`src/rtl/ram_access_arbiter.sv`:
```
// Two-requester arbiter in front of a single-port-pair RAM, with a full-RAM zero-fill sequencer.
// Optional build macro RAM_ARB_FIXED_PRIO_EN: req0 always wins ties (no round-robin pointer).
module ram_access_arbiter #(
  parameter int unsigned DATA_WIDTH = 8,
  parameter int unsigned ROWS       = 4,
  parameter int unsigned COLS       = 32,
  localparam int unsigned RW        = $clog2(ROWS),
  localparam int unsigned CW        = $clog2(COLS)
) (
  input  logic                  clk,
  input  logic                  rst_n,
  input  logic                  req0_valid,
  output logic                  req0_ready,
  input  logic                  req0_we,
  input  logic [RW-1:0]         req0_row,
  input  logic [CW-1:0]         req0_col,
  input  logic [DATA_WIDTH-1:0] req0_wdata,
  input  logic                  req1_valid,
  output logic                  req1_ready,
  input  logic                  req1_we,
  input  logic [RW-1:0]         req1_row,
  input  logic [CW-1:0]         req1_col,
  input  logic [DATA_WIDTH-1:0] req1_wdata,
  output logic                  rsp0_valid,
  output logic [DATA_WIDTH-1:0] rsp0_rdata,
  output logic                  rsp1_valid,
  output logic [DATA_WIDTH-1:0] rsp1_rdata,
  input  logic                  clr_start,
  output logic                  clr_busy,
  output logic                  clr_done,
  output logic                  ram_we,
  output logic [RW-1:0]         ram_w_row,
  output logic [CW-1:0]         ram_w_col,
  output logic [DATA_WIDTH-1:0] ram_din,
  output logic [RW-1:0]         ram_r_row,
  output logic [CW-1:0]         ram_r_col,
  input  logic [DATA_WIDTH-1:0] ram_dout
);

  localparam logic [RW-1:0] LAST_ROW = RW'(ROWS - 1);
  localparam logic [CW-1:0] LAST_COL = CW'(COLS - 1);

  typedef enum logic {
    SERVE = 1'b0,
    CLEAR = 1'b1
  } state_e;

  state_e                  state_q;
  logic                    ram_we_q;
  logic [RW-1:0]           w_row_q;
  logic [CW-1:0]           w_col_q;
  logic [DATA_WIDTH-1:0]   din_q;
  logic [RW-1:0]           r_row_q;
  logic [CW-1:0]           r_col_q;
  logic                    rd_pend_q;
  logic                    rd_id_q;
  logic                    rsp0_valid_q;
  logic                    rsp1_valid_q;
  logic [DATA_WIDTH-1:0]   rsp0_hold_q;
  logic [DATA_WIDTH-1:0]   rsp1_hold_q;
  logic                    clr_busy_q;
  logic                    clr_done_q;
`ifndef RAM_ARB_FIXED_PRIO_EN
  logic                    prio1_q;
`endif

  logic                    gnt0_c;
  logic                    gnt1_c;
  logic                    xfer_c;
  logic                    x_we_c;
  logic [RW-1:0]           x_row_c;
  logic [CW-1:0]           x_col_c;
  logic [DATA_WIDTH-1:0]   x_wdata_c;

  // Grant decision: only while serving, never in reset or while a clear is requested
  always_comb begin
    gnt0_c = 1'b0;
    gnt1_c = 1'b0;
    if (rst_n && (state_q == SERVE) && !clr_start) begin
`ifdef RAM_ARB_FIXED_PRIO_EN
      gnt0_c = req0_valid;
      gnt1_c = req1_valid && !req0_valid;
`else
      gnt0_c = req0_valid && (!req1_valid || !prio1_q);
      gnt1_c = req1_valid && (!req0_valid || prio1_q);
`endif
    end
  end

  assign xfer_c    = gnt0_c | gnt1_c;
  assign x_we_c    = gnt1_c ? req1_we    : req0_we;
  assign x_row_c   = gnt1_c ? req1_row   : req0_row;
  assign x_col_c   = gnt1_c ? req1_col   : req0_col;
  assign x_wdata_c = gnt1_c ? req1_wdata : req0_wdata;

  always_ff @(posedge clk) begin
    if (!rst_n) begin
      state_q      <= SERVE;
      ram_we_q     <= 1'b0;
      w_row_q      <= '0;
      w_col_q      <= '0;
      din_q        <= '0;
      r_row_q      <= '0;
      r_col_q      <= '0;
      rd_pend_q    <= 1'b0;
      rd_id_q      <= 1'b0;
      rsp0_valid_q <= 1'b0;
      rsp1_valid_q <= 1'b0;
      rsp0_hold_q  <= '0;
      rsp1_hold_q  <= '0;
      clr_busy_q   <= 1'b0;
      clr_done_q   <= 1'b0;
`ifndef RAM_ARB_FIXED_PRIO_EN
      prio1_q      <= 1'b0;
`endif
    end else begin
      ram_we_q     <= 1'b0;
      clr_done_q   <= 1'b0;
      rd_pend_q    <= 1'b0;
      // Read response pipeline keeps running through a clear
      rsp0_valid_q <= rd_pend_q && !rd_id_q;
      rsp1_valid_q <= rd_pend_q && rd_id_q;
      if (rsp0_valid_q) rsp0_hold_q <= ram_dout;
      if (rsp1_valid_q) rsp1_hold_q <= ram_dout;

      case (state_q)
        SERVE: begin
          if (clr_start) begin
            state_q    <= CLEAR;
            clr_busy_q <= 1'b1;
            ram_we_q   <= 1'b1;
            w_row_q    <= '0;
            w_col_q    <= '0;
            din_q      <= '0;
          end else if (xfer_c) begin
            if (x_we_c) begin
              ram_we_q <= 1'b1;
              w_row_q  <= x_row_c;
              w_col_q  <= x_col_c;
              din_q    <= x_wdata_c;
            end else begin
              rd_pend_q <= 1'b1;
              rd_id_q   <= gnt1_c;
              r_row_q   <= x_row_c;
              r_col_q   <= x_col_c;
            end
`ifndef RAM_ARB_FIXED_PRIO_EN
            prio1_q <= gnt0_c;
`endif
          end
        end
        CLEAR: begin
          // Write address doubles as the fill counter, column fastest
          if ((w_row_q == LAST_ROW) && (w_col_q == LAST_COL)) begin
            state_q    <= SERVE;
            clr_busy_q <= 1'b0;
            clr_done_q <= 1'b1;
          end else begin
            ram_we_q <= 1'b1;
            if (w_col_q == LAST_COL) begin
              w_col_q <= '0;
              w_row_q <= w_row_q + RW'(1);
            end else begin
              w_col_q <= w_col_q + CW'(1);
            end
          end
        end
        default: state_q <= SERVE;
      endcase
    end
  end

  assign req0_ready = gnt0_c;
  assign req1_ready = gnt1_c;
  assign rsp0_valid = rsp0_valid_q;
  assign rsp1_valid = rsp1_valid_q;
  // Response data is live RAM output in the response cycle, held afterwards
  assign rsp0_rdata = rsp0_valid_q ? ram_dout : rsp0_hold_q;
  assign rsp1_rdata = rsp1_valid_q ? ram_dout : rsp1_hold_q;
  assign clr_busy   = clr_busy_q;
  assign clr_done   = clr_done_q;
  assign ram_we     = ram_we_q;
  assign ram_w_row  = w_row_q;
  assign ram_w_col  = w_col_q;
  assign ram_din    = din_q;
  assign ram_r_row  = r_row_q;
  assign ram_r_col  = r_col_q;

endmodule

```
`config.mk`:
```
export PLATFORM = sky130hd
export DESIGN_NAME = ram_access_arbiter
export DESIGN_NICKNAME = d
export VERILOG_FILES = /design/src/rtl/ram_access_arbiter.sv
export SDC_FILE = /design/constraint.sdc
export NUM_CORES = 1
export LEC_CHECK = 0
export ABC_AREA = 1
export CAP_MARGIN = 10
export CELL_PAD_IN_SITES_DETAIL_PLACEMENT = 0
export CELL_PAD_IN_SITES_GLOBAL_PLACEMENT = 1
export CORE_ASPECT_RATIO = 1.5
export CORE_MARGIN = 2
export CORE_UTILIZATION = 31
export DETAILED_ROUTE_END_ITERATION = 6
export PLACE_DENSITY = 0.89
export SLEW_MARGIN = 20
export SYNTH_ARGS = -nofsm -noshare
export SYNTH_HDL_FRONTEND = slang
export SYNTH_SLANG_ARGS = --single-unit
export TNS_END_PERCENT = 20
```
`constraint.sdc`:
```
create_clock -name clk -period 3.7 [get_ports clk]
set_clock_uncertainty 0.15 [all_clocks]
set_input_delay 0.74 -clock clk [delete_from_list [all_inputs] [get_ports clk]]
set_output_delay 0.74 -clock clk [all_outputs]
set_load 0.01 [all_outputs]
```
# Word level (Yosys, flattened, before mapping)
# Index checks and enable logic that the tools add are counted.
totals:
  reg_bits: 47
  in_bits: 45
  out_inout_bits: 45
classes:
  n_addsub: 2
  n_eq_ne: 8
  n_mux: 35
  bitwise: 6
  reduce_logical: 24
ops:
  columns: ["operator", "count"]
  rows:
  - ["2-to-1 mux 8 bit", 6]
  - ["2-to-1 mux 5 bit", 6]
  - ["2-to-1 mux 1 bit", 12]
  - ["2-to-1 mux 2 bit", 6]
  - ["case mux 5 bit (2 select lines)", 1]
  - ["AND reduction 3 bit", 3]
  - ["AND reduction 4 bit", 2]
  - ["logical AND 1 bit", 7]
  - ["inequality test 3 bit (second input constant)", 2]
  - ["case mux 1 bit (2 select lines)", 3]
  - ["adder 5 x 1 -> 5 bit (second input constant)", 1]
  - ["== test 5 bit (second input constant)", 1]
  - ["logical NOT 1 bit", 5]
  - ["NOT 1 bit", 5]
  - ["inequality test 2 x 1 -> 1 bit (second input constant)", 2]
  - ["inequality test 2 bit (second input constant)", 2]
  - ["case mux 2 bit (2 select lines)", 1]
  - ["AND reduction 2 bit", 2]
  - ["nonzero test 2 bit", 2]
  - ["OR reduction 4 bit", 1]
  - ["adder 2 x 1 -> 2 bit (second input constant)", 1]
  - ["== test 2 bit (second input constant)", 1]
  - ["logical OR 1 bit", 2]
  - ["OR 1 bit", 1]

# Logic depth before layout (Yosys ltp)
logic_depth:
  ltp_word: 9
  depth_mapped: 12
  ltp_nobuf: 11

# Least setup slack after synthesis
# OpenSTA, ideal clock, no wires.
synth_timing:
  kind: "input-to-output"
  start: "input rst_n"
  end: "output req1_ready"
  arrival_ns: 1.349
  t_required_ns: 2.810
  path_slack_ns: 1.461
  path_stages: 5
  cell_sequence: "buf_2 > nand2_2 > nor2_4 > nand2_2 > clkinv_1"
synth_between:
  elab_chain_cells: 3
synth_lines:
  columns: ["item", "line", "rtl"]
  rows:
  - ["start, declared", "11", "input logic rst_n,"]
  - ["logical AND 1 bit (2 in a row)", "79", "if (rst_n && (state_q == SERVE) && !clr_start) begin"]
  - ["2-to-1 mux 1 bit", "79", null]
  - ["end, declared", "19", "output logic req1_ready,"]
# No other way between the ends.

# Final worst setup path
layout_timing:
  start: "input req1_valid"
  end: "output req1_ready"
layout_between:
  elab_chain_cells: 2
layout_lines:
  columns: ["item", "line", "rtl"]
  rows:
  - ["start, declared", "18", "input logic req1_valid,"]
  - ["logical AND 1 bit", "85", "gnt1_c = req1_valid && (!req0_valid || prio1_q);"]
  - ["2-to-1 mux 1 bit", "79", null]
# No other way between the ends.

==> key figures <==
Run status
  • Status: complete, no violations

STA
  • Post-layout min period: 3190 ps
  • Final TNS setup: 0 ps
  • Fmax achieved: 314 MHz
  • RSZ-0062 raised after global routing: no
  • Final count of hold timing violations: 0
  • Total setup violations reported at the end of the flow: 0
  • Measured slew at the worst slew-check pin: ~590 ps
  • Final worst path period share: 86.2%
  • Rel. slew slack: ~60%
  • Max-slew violation count: 0

Detailed routing
  • Vias: approximately 2300
  • Starting DRT DRC Count: 97
  • Wire length per cell: approximately 12 um
  • Post-route antenna net violation count: 0
  • Number of optimization iterations in the first detailed-route pass: 5
  • DRC violations left: 0
  • Vias per inst: roughly 4.6
  • Final WL: 5.91 mm

Die
  • CORE AREA: 6810 um^2
  • Die Wd: 72.0 um
  • Die height: 106 um
  • Row Count: 37
  • Num ports: 90
  • Starting utilization of the core area: 31.6%
  • Total Die Area: 7630 um^2

Final layout
  • Non-Filler Cell Area, Final: 3210 um^2
  • Multi-input logic area: 1040 um^2
  • Area growth from synthesis to final layout: 49.3%
  • Seq. cell area: about 940 um^2
  • NumNets Final: 458
  • Total of fill cells in the finished design: 721
  • Layout cell share with drive strength beyond 1: 5.12%
  • # diodes: 0

Logic synthesis
  • Combinational family with the most area after synthesis: simple AND/OR/NAND/NOR gates
  • Cell type with the largest total area after synthesis: dfxtp_1
  • Proportion of synthesized area in mux cells: 0%
  • Distinct cell type count of the synthesized netlist: 22
  • Yosys warning count: 0
  • Fraction of the mapped netlist area in simple logic gates: 33.7%
  • Synthesized netlist net count: 370
  • Post-synthesis xor/xnor area fraction: 0%
  • Post-synth EDFFs: 0
  • Post-synth top flop: dfxtp_1
  • Portion of synthesized cell area occupied by the leading cell type: approximately 44%
  • Post-synth ARST share: 0%
  • Library cell with the highest instance count after synthesis: nand2_1
  • Most area-consuming cells after synthesis: dfxtp_1, nand2_1, a21oi_1
  • Seq/Total Area, Yosys: 43.7%
  • Syn Std Cell Area: 2150 um^2
  • Adder-cell share of the synthesized area: 1.75%
  • Synthesized area divided by synthesized cell count: approximately 6.7 um^2
  • Commonest cells post-synth: nand2_1, dfxtp_1, nor2_1
  • Compound-cell area share of the yosys netlist: 13.1%
  • Post-synthesis cell count: 322
  • Synth Register Bits: 47

Global routing
  • Antenna violations before repair: 0
  • Largest net degree at the start of global routing: 25
  • Number of global-route vias before repair: 2205
  • Overall global routing resource usage: 16.0%
  • Wire length of the first global-routing pass: ~10 mm
  • Grt total ovfl: 0

Clock tree
  • Quantity of gates resized following cts: 0
  • TritonCTS clock tree: built
  • Max Root-Sink Buffers: 2
  • Post-CTS setup buffers: 0
  • CTS H-tree depth: 2
  • Number of sinks driven by the clock tree: 47
  • Clock tree root driver cell: clkbuf_8
  • Number of buffers added by the clock tree synthesis step: 5
  • Hold-fix buffer count after cts: 0
  • Clock network latency to the later pin of the worst-skew pair: 290 ps
  • Clock transition at the registers of the reported paths: approximately 70 ps

Setup path
  • Data arrival time of the critical path: 2300 ps
  • R2R setup slack: 1700 ps
  • R2r endpoint: ram_w_col[4]$_SDFFE_PN0P_
  • Worst Setup End Kind: primary output
  • CP max-delay cell: clkdlybuf4s50_1
  • Critical Path, Cell by Cell: clkdlybuf4s50_1, inv_1, a21oi_1, nand2_2, clkinv_1, clkdlybuf4s50_1
  • Startpoint types: input port
  • Slowest stage delay, CP: slightly below 600 ps
  • Most frequent CP cell: clkdlybuf4s50_1
  • Reg-to-Reg Start: state_q$_SDFF_PN0_
  • Cell type group with the largest total delay on the critical path: buffers and inverters
  • Total buffers and inverters traversed by the critical path: 4
  • Maximum fanout along the worst path: 10
  • Worst-case reg-to-reg path depth: 12
  • Critical Setup Path Class: in -> out
  • Required time worst endpoint: approximately 2800 ps

Place
  • Placed cell areas: 3110 um^2
  • Count of buffers inserted at the top-level ports: 89
  • Post-DP HPWL: 4.69 mm
  • Routability cong.: between 0.8 and 0.9

Worst hold path
  • Worst hold stages: 1
  • Class of the tightest hold or removal check: reg -> reg
  • Min-Delay Startpoint: rd_id_q$_SDFFE_PN0P_
  • WHS Endpoint: rsp0_valid$_SDFF_PN0_

Run
  • Max-capacitance violation count: 0

Power
  • Clock power frac: 32.6%
  • Share of total power in sequential cells: ~49%
  • Leakage power total: 1.40 nW
  • Combinational cell fraction of total power: between 10% and 20%
  • Net switching power of the design: 0.269 mW
  • Peak VDD IR: between 0.00015 and 0.0002 V
  • Internal power: 0.831 mW
  • Switching Share: 24.4%
  • Power per cell area: 342 nW/um^2
-- metrics by stage --
step	worst slack, ps	cells	hold WS [ps]	utilization [%]	total power, mW
6_report	512	488	277	47.2	1.10
5_1_grt	398	488	296	47.2	1.16
4_1_cts	494	488	280	47.2	1.12
3_5_place_dp	505	481	269	45.7	0.756
3_3_place_gp	530	481	254	45.7	0.752
2_1_floorplan	1460	322	248	-	0.645
-- sequential cells by signal, summed over array words and instances, names as in the netlist, 2 cells and up --
register and count:
rsp0_hold_q 8, ram_w_row 2, ram_r_col 5, rsp1_hold_q 8, ram_din 8, ram_r_row 2, ram_w_col 5
-- layer usage --
metal	GRT usage (%)	vias to the layer above	part of all wire, %
met3	4.27	8	6.2
met1	16.4	996	38
met4	5.12	0	1.9
met5	0	-	0
li1	-	1182	-
met2	30.6	64	54
-- placed cells by master (no fill, tap or decap), types with 3 or more instances in the layout --
master	instances
a21oi_1	34
ha_1	3
dfxtp_1	47
nor2_1	35
nand2_2	6
clkdlybuf4s50_1	89
inv_1	25
nand2_1	120
o21ai_0	15
clkbuf_8	5
nand3_1	12
buf_4	4
-- worst reg2reg max path: stages, from the launching register on --
cell	delay, ps
dfxtp_1	480
inv_2	110
nand2_2	90
nor2_4	40
nand2_2	70
buf_4	250
nand2_2	110
nand3_4	150
nand2_2	80
nand2_2	180
nand2_1	70
nand2_1	60
nor2_1	40
-- worst max-delay path by stage --
stage,startpoint,to,cells after the start
after global placement,req1_valid,req1_ready,6
final,req1_valid,req1_ready,6
after CTS,req1_valid,req1_ready,6
after detailed placement,req1_valid,req1_ready,6
after global routing,req1_valid,req1_ready,6
after floorplan,rst_n,req1_ready,5
-- kinds of logic after synthesis --
group | Yosys count
AO/OA/AOI/OAI | 54
adder cells (fa/ha/maj) | 3
buffers and inverters | 40
flip-flops | 47
AND/OR/NAND/NOR | 178
-- final cells by class --
class / count / area share [%]
clock inverter: 1 / 0.935
timing repair buffer: 93 / 28.7
sequential: 47 / 29.3
inverter: 28 / 3.27
clock buffer: 6 / 2.26
multi-input combinational: 235 / 32.5
tap: 78 / 3.04
-- power by group through the flow --
stage	registers [mW]	logic [mW]	clock network (mW)
after floorplan	0.557	0.0878	0
after global placement	0.552	0.200	0
after detailed placement	0.552	0.203	0
after CTS	0.541	0.204	0.376
after global routing	0.543	0.224	0.396
final	0.540	0.201	0.359
No activity file was read; power rests on OpenSTA's default activity.
